===== src/rtl/instr_fetch.sv =====
// Instruction fetch front end: sequential PC generation, single-outstanding imem reads,
// 2-entry {pc, instr} queue to decode, and redirect with stale-response discard.
module instr_fetch #(
    parameter logic [31:0] RESET_PC = 32'h0000_0000,
    parameter int unsigned PC_STEP  = 4
) (
    input  logic        clk,
    input  logic        reset,
    input  logic        redirect_valid,
    input  logic [31:0] redirect_pc,
    output logic        imem_req,
    output logic [31:0] imem_addr,
    input  logic        imem_gnt,
    input  logic        imem_rvalid,
    input  logic [31:0] imem_rdata,
    output logic        if_valid,
    output logic [31:0] if_pc,
    output logic [31:0] if_instr,
    input  logic        if_ready
);

    typedef enum logic [1:0] {StIdle, StReq, StWait, StDrop} state_e;

    state_e      state_q, state_d;
    logic [31:0] fetch_pc_q, fetch_pc_d;
    logic [31:0] req_pc_q, req_pc_d;
    logic [1:0]  count_q, count_d, count_post;
    logic        rd_ptr_q, rd_ptr_d;
    logic        wr_ptr_q, wr_ptr_d;
    logic        push, pop;
    logic [31:0] fifo_pc_q    [2];
    logic [31:0] fifo_instr_q [2];

    // Redirect targets are word aligned; the low bits carry no information.
    logic unused_redirect_lsb;
    assign unused_redirect_lsb = ^redirect_pc[1:0];

    always_comb begin
        state_d    = state_q;
        fetch_pc_d = fetch_pc_q;
        req_pc_d   = req_pc_q;
        push       = 1'b0;
        pop        = (count_q != 2'd0) && if_ready;
        count_post = count_q + 2'd1 - {1'b0, pop};

        unique case (state_q)
            StIdle: if (count_q < 2'd2) state_d = StReq;
            StReq: begin
                if (imem_gnt) begin
                    req_pc_d   = fetch_pc_q;
                    fetch_pc_d = fetch_pc_q + 32'(PC_STEP);
                    state_d    = StWait;
                end
            end
            StWait: begin
                if (imem_rvalid) begin
                    push    = 1'b1;
                    state_d = (count_post < 2'd2) ? StReq : StIdle;
                end
            end
            StDrop: if (imem_rvalid) state_d = StReq;
        endcase

        // A request granted on the old path must have its response drained in StDrop.
        if (redirect_valid) begin
            fetch_pc_d = {redirect_pc[31:2], 2'b00};
            push       = 1'b0;
            pop        = 1'b0;
            unique case (state_q)
                StIdle: state_d = StReq;
                StReq:  state_d = imem_gnt ? StDrop : StReq;
                StWait: state_d = imem_rvalid ? StReq : StDrop;
                StDrop: state_d = imem_rvalid ? StReq : StDrop;
            endcase
        end

        if (redirect_valid) begin
            count_d  = 2'd0;
            rd_ptr_d = 1'b0;
            wr_ptr_d = 1'b0;
        end else begin
            count_d  = count_q + {1'b0, push} - {1'b0, pop};
            rd_ptr_d = rd_ptr_q ^ pop;
            wr_ptr_d = wr_ptr_q ^ push;
        end
    end

    always_ff @(posedge clk or negedge reset) begin
        if (!reset) begin
            state_q    <= StIdle;
            fetch_pc_q <= RESET_PC;
            req_pc_q   <= 32'h0;
            count_q    <= 2'd0;
            rd_ptr_q   <= 1'b0;
            wr_ptr_q   <= 1'b0;
        end else begin
            state_q    <= state_d;
            fetch_pc_q <= fetch_pc_d;
            req_pc_q   <= req_pc_d;
            count_q    <= count_d;
            rd_ptr_q   <= rd_ptr_d;
            wr_ptr_q   <= wr_ptr_d;
        end
    end

    always_ff @(posedge clk) begin
        if (push) begin
            fifo_pc_q[wr_ptr_q]    <= req_pc_q;
            fifo_instr_q[wr_ptr_q] <= imem_rdata;
        end
    end

    assign imem_req  = (state_q == StReq);
    assign imem_addr = fetch_pc_q;
    assign if_valid  = (count_q != 2'd0);
    assign if_pc     = if_valid ? fifo_pc_q[rd_ptr_q] : 32'h0;
    assign if_instr  = if_valid ? fifo_instr_q[rd_ptr_q] : 32'h0;

endmodule


===== config.mk =====
export PLATFORM = sky130hd
export DESIGN_NAME = instr_fetch
export DESIGN_NICKNAME = d
export VERILOG_FILES = /design/src/rtl/instr_fetch.sv
export SDC_FILE = /design/constraint.sdc
export NUM_CORES = 1
export LEC_CHECK = 0
export BUFFER_PORTS_ARGS = -buffer_cell sky130_fd_sc_hd__buf_2
export CAP_MARGIN = 20
export CORE_ASPECT_RATIO = 1.75
export CORE_MARGIN = 3
export CORE_UTILIZATION = 59
export DETAILED_ROUTE_END_ITERATION = 8
export GPL_TIMING_DRIVEN = 0
export MAX_ROUTING_LAYER = met4
export PLACE_DENSITY = 0.85
export SLEW_MARGIN = 15
export SYNTH_ARGS = -nofsm -noshare
export SYNTH_HDL_FRONTEND = slang
export SYNTH_SLANG_ARGS = --single-unit

===== constraint.sdc =====
create_clock -name clk -period 12.45 [get_ports clk]
set_input_delay 1.245 -clock clk [delete_from_list [all_inputs] [get_ports clk]]
set_output_delay 1.245 -clock clk [all_outputs]
set_load 0.02 [all_outputs]

**Yosys cells after proc, flatten, opt, wreduce, memory -nomap -nowiden**

Memories as Yosys holds them, arrays and structs flattened.
Cells that the tools add are included.

- Memories kept: 2
- Flip-flop bits (word level): 70
- Word-level logic and storage cells: 57
- Output and inout bits: 98
- Bits of input ports: 70
- RAM bits: 128

- Add/sub/neg operators: 5
- Multiplexer cells: 24
- Bitwise gates (word level): 2
- Equality and inequality tests: 7
- Reductions and logical operators: 9
- Magnitude comparators: 2

Memory list:

| name | depth | bits a word | read ports | clocked after Yosys merged registers in | write ports | line | RTL |
|---|---|---|---|---|---|---|---|
| fifo_instr_q | 2 | 32 | 1 | 0 | 1 | 32 | `logic [31:0] fifo_instr_q [2];` |
| fifo_pc_q | 2 | 32 | 1 | 0 | 1 | 31 | `logic [31:0] fifo_pc_q [2];` |

Operators with widths:

| operator | count |
|---|---|
| 32-bit two-way mux | 5 |
| 32-bit by 3-bit adder with 32-bit output, second input constant | 1 |
| 2-bit two-way mux | 8 |
| 1-bit two-way mux | 9 |
| 3-bit inequality test, second input constant | 3 |
| 2-bit case mux with 4 select lines | 1 |
| 2-bit case mux with 3 select lines | 1 |
| 2-bit nonzero test | 3 |
| 2-bit equality test, second input constant | 2 |
| 2-bit less-than comparator, second input constant | 2 |
| 2-bit AND reduction | 2 |
| 4-bit AND reduction | 1 |
| 2-bit by 1-bit subtractor with 2-bit output | 2 |
| 3-bit by 2-bit inequality test with 1-bit output, second input constant | 1 |
| 2-bit by 1-bit adder with 2-bit output | 1 |
| 2-bit by 1-bit adder with 2-bit output, second input constant | 1 |
| 2-bit by 1-bit equality test with 1-bit output, second input constant | 1 |
| 2-bit logical NOT | 1 |
| 2-bit OR reduction | 1 |
| 1-bit bitwise XOR | 2 |
| 1-bit logical AND | 1 |

**Longest topological paths before layout**

- Word-level depth: 8
- Mapped depth: 9
- Gate-level depth less buffers: 9

**Worst setup path after synthesis**

Ideal clock, no wire load.

- Kind: input-to-reg
- Start point: input redirect_valid
- End point: memory fifo_instr_q[1][0] (enable)
- Data arrival time: 6207 ps
- Path buffers: 2
- Stages on the path: 3
- Setup time: 571 ps
- Required time: 11879 ps
- Setup slack: 5671 ps
- Path through: clkbuf_1 buf_1 nor3b_1

- Cells in the longest elaborated chain, start to end: 3

Ends and longest elaborated chain:

| item | line | RTL |
|---|---|---|
| from (decl) | 9 | `input logic redirect_valid,` |
| 1-bit two-way mux | 65 | `if (redirect_valid) begin` |
| 1-bit two-way mux | 107 | `if (push) begin` |
| 1-bit two-way mux (implied by the code) | 109 | `fifo_instr_q[wr_ptr_q] <= imem_rdata;` |
| to (decl) | 32 |  |

Every way passes these cells.

**Worst setup path after layout**

- Start point: register rd_ptr_q
- End point: output if_pc[10]

- Cells in the longest elaborated chain, start to end: 2

Ends and longest elaborated chain:

| item | line | RTL |
|---|---|---|
| from (decl) | 28 | `logic rd_ptr_q, rd_ptr_d;` |
| from (signal assigned) | 101 | `rd_ptr_q <= rd_ptr_d;` |
| memory read 2 x 32 bit | n/a |  |
| 32-bit two-way mux | 116 | `assign if_pc = if_valid ? fifo_pc_q[rd_ptr_q] : 32'h0;` |
| to (decl) | 17 | `output logic [31:0] if_pc,` |

Every way passes these cells.

==> flow_summary.json <==
{
  "pin_count": 168,
  "overall_global_routing_usage": 0.249,
  "startpoint_type": "flip-flop",
  "number_of_setup_buffers_added_after_cts": 0,
  "core-area_sq_um": 13100,
  "crit_path_top_delay_cell": "sky130_fd_sc_hd__clkbuf_1",
  "slew_violations": 0,
  "synth.top_cell.area_share": 0.469,
  "numClockSinks": 190,
  "final_report_setup_violation_count": 0,
  "clock_share_of_power": 0.351,
  "numPortBuffers": 161,
  "antenna_violations_before_repair": 0,
  "wl_per_cell_um": 18.1,
  "p_r_area_growth_vs_syn_pct": 22.0,
  "detail-route-antenna-nets": 0,
  "critPathTopFamily": "buffers and inverters",
  "holdCritStartpoint": "req_pc_q[24]",
  "hold_class": "reg -> reg",
  "cts_tree": "built",
  "cap_viol_max_count": 0,
  "cts.path.max_buffers": 2,
  "num_antenna_cells": 0,
  "syn_area_per_cell_sq_um": 13.5,
  "net-switching-power_mw": 0.412,
  "finalWorstPathRequiredPeriod_ps": 3660,
  "synth_cell_type_count": 47,
  "seq_power_share": 0.523,
  "initial_core_utilization": 0.607,
  "post-route-drc-count": 0,
  "power_frac_comb": 0.126,
  "clockRootBuffer": "sky130_fd_sc_hd__clkbuf_16",
  "max_slew.worst_pin.slew_ps": 999,
  "finalHoldViolCount": 0,
  "worst-path-buf-inv": 3,
  "run_status": "complete, no violations",
  "numCtsBuffers": 17,
  "critical_path.reg2reg.startpoint": "state_q[0]",
  "cts.reportedPaths.clkPinSlew_ps": 70,
  "cp_slowest_stage_delay_ps": 620,
  "rsz0062_at_grt": "false",
  "cts_hold_buf": 0,
  "drt-vias-per-instance": 5.65,
  "dp_cells": 934,
  "initialDrtViolationCount": 352,
  "synth-seq-cells": 190,
  "postSynth.asyncResetShare": 0.347,
  "ys_warn_count": 0,
  "static_leakage_nw": 3.85,
  "post_cts_resize_count": 0,
  "first_pass_grt_wire_length_mm": 28.1,
  "worstPathArrival_ps": 2420,
  "final.setup.tns_ps": 0,
  "dieArea_sq_um": 14900,
  "grt_pass1_vias": 5621,
  "clock_insertion_delay_worst_skew_ps": 420,
  "synth.top_cells.by_area": "sky130_fd_sc_hd__edfxtp_1, sky130_fd_sc_hd__dfrtp_1, sky130_fd_sc_hd__mux2i_1",
  "finalWirelength_mm": 17.5,
  "final_cell_count_no_fill": 966,
  "post_synth_inst_count": 588,
  "die_height_um": 159,
  "finalPower_mw": 1.53,
  "synth_most_common_cell": "sky130_fd_sc_hd__edfxtp_1",
  "detailed_place_hpwl_mm": 13.0,
  "synth.cell_area_sq_um": 7930,
  "end_kind": "output pin",
  "synth.largest_area_cell": "sky130_fd_sc_hd__edfxtp_1",
  "cellInternalPower_mw": 1.11,
  "worstSetupStartpoint": "rd_ptr_q",
  "synth-seq-area-share": 0.678,
  "post_synth_most_frequent_cells": "sky130_fd_sc_hd__edfxtp_1, sky130_fd_sc_hd__nor2_1, sky130_fd_sc_hd__dfrtp_1",
  "floorplan.die.width_um": 93.7,
  "sw_frac_of_total": 0.270,
  "path_cells": "clkbuf_1 > clkbuf_1 > mux2i_1 > nor2_1 > buf_2",
  "fmax_mhz": 273,
  "vdd.ir_drop.worst_mv": 0.0982,
  "final.setup_skew_ps": 9.89,
  "synth_edf_count": 124,
  "post-route-period-util": 0.294,
  "vias": 5461,
  "cts.htree.levels": 4,
  "path_common_cell": "sky130_fd_sc_hd__clkbuf_1",
  "cp_data_required_time_ps": 11200,
  "final_layout_size_suffix_gt1_frac": 0.301,
  "power_density_over_the_cells_nw_per_um2": 158,
  "num-nets-final": 854,
  "timing.max_slew.rel_slack": 0.328,
  "synthFlopType": "sky130_fd_sc_hd__edfxtp_1",
  "maximum_number_of_pins_on_one_net_before_global_route_repair": 61,
  "gp_congestion": 0.917,
  "worstSetupPathType": "reg -> out",
  "path_max_fanout": 10,
  "first_drt_pass_iteration_count": 5,
  "grt.overflow.total": 0,
  "core.rowCount": 55
}
==> metrics by stage <==
step / utilization / worst slack (ps) / cell area [sq um] / hold WS (ps)
6_report: 0.740 / 8790 / 9680 / 478
5_1_grt: 0.740 / 8610 / 9680 / 492
4_1_cts: 0.740 / 8700 / 9680 / 478
3_5_place_dp: 0.695 / 8740 / 9090 / 462
3_3_place_gp: 0.686 / 3530 / 8960 / 448
2_1_floorplan: - / 5670 / 7940 / 437
==> state kept, by name, indices dropped and copies added (netlist names) <==
signal / flops
rd_ptr_q: 1
count_q: 2
imem_addr: 30
fifo_pc_q: 60
wr_ptr_q: 1
fifo_instr_q: 64
req_pc_q: 30
state_q: 2
==> routing by layer <==
metal  global-route usage  vias to the layer above  part of all wire
li1                     -                     2547                 -
met1                0.276                     2618              0.37
met2                0.429                      242              0.55
met3               0.0416                       54             0.049
met4                0.124                        0             0.035
met5                    -                        -                 0
==> path summary, 6_finish.rpt <==
kind / slack (ps) / to / cells past startpoint
worst max-delay path: 8790 / if_pc[10] / 5
worst min-delay path: 480 / fifo_pc_q[0][24] / 0
worst max register to register: 9990 / fifo_instr_q[1][12] / 4
worst min register to register: 480 / fifo_pc_q[0][24] / 0
max in group asynchronous: 11300 / req_pc_q[22] / 2
min in group asynchronous: 630 / req_pc_q[8] / 1
==> power groups by stage <==
| stage | clock [mW] | combinational, mW | sequential, mW |
|---|---|---|---|
| 2_1_floorplan | 0 | 0.116 | 0.802 |
| 3_3_place_gp | 0 | 0.182 | 0.802 |
| 3_5_place_dp | 0 | 0.193 | 0.810 |
| 4_1_cts | 0.544 | 0.195 | 0.797 |
| 5_1_grt | 0.573 | 0.209 | 0.805 |
| 6_report | 0.535 | 0.193 | 0.798 |
==> cells in the final DEF (no fill, tap or decap), types with 6 or more instances in the layout <==
| cell type | synthesis | layout |
|---|---|---|
| sky130_fd_sc_hd__a31oi_1 | 9 | 9 |
| sky130_fd_sc_hd__and4_1 | 7 | 7 |
| sky130_fd_sc_hd__buf_2 | 1 | 161 |
| sky130_fd_sc_hd__buf_4 | 4 | 13 |
| sky130_fd_sc_hd__clkbuf_1 | 23 | 23 |
| sky130_fd_sc_hd__clkbuf_16 | 0 | 17 |
| sky130_fd_sc_hd__dfrtp_1 | 66 | 66 |
| sky130_fd_sc_hd__edfxtp_1 | 124 | 124 |
| sky130_fd_sc_hd__inv_1 | 7 | 7 |
| sky130_fd_sc_hd__mux2_2 | 25 | 25 |
| sky130_fd_sc_hd__mux2i_1 | 63 | 63 |
| sky130_fd_sc_hd__nand2_1 | 32 | 32 |
| sky130_fd_sc_hd__nand3_1 | 19 | 19 |
| sky130_fd_sc_hd__nand4_1 | 15 | 15 |
| sky130_fd_sc_hd__nor2_1 | 84 | 84 |
| sky130_fd_sc_hd__o21ai_0 | 25 | 25 |
| sky130_fd_sc_hd__or3_1 | 6 | 6 |
| sky130_fd_sc_hd__xnor2_1 | 8 | 8 |
| sky130_fd_sc_hd__xor2_1 | 9 | 9 |
==> kinds of logic (layout without fill, tap and decap cells) <==
family,after synthesis,count (layout),share of synthesized area
AOI/OAI and AO/OA,52,52,0.0413
xor gates and xnor gates,17,17,0.0188
adders and majority gates,2,2,0.00315
buffers and inverters,42,246,0.0221
DFF,190,190,0.678
muxes,88,88,0.115
other,1,4,0.000473
and+or+nand+nor,196,196,0.122
==> area by class of cell <==
type / count / area (sq um)
Timing Repair Buffer: 172 / 918
Clock buffer: 17 / 425
Fill cell: 865 / 3390
Inverter: 8 / 30.0
Tap cell: 171 / 214
Multi-Input combinational cell: 359 / 2400
Clock inverter: 15 / 169
Buffer: 34 / 145
Sequential cell: 190 / 5380
Power figures use the tool's default switching activity.
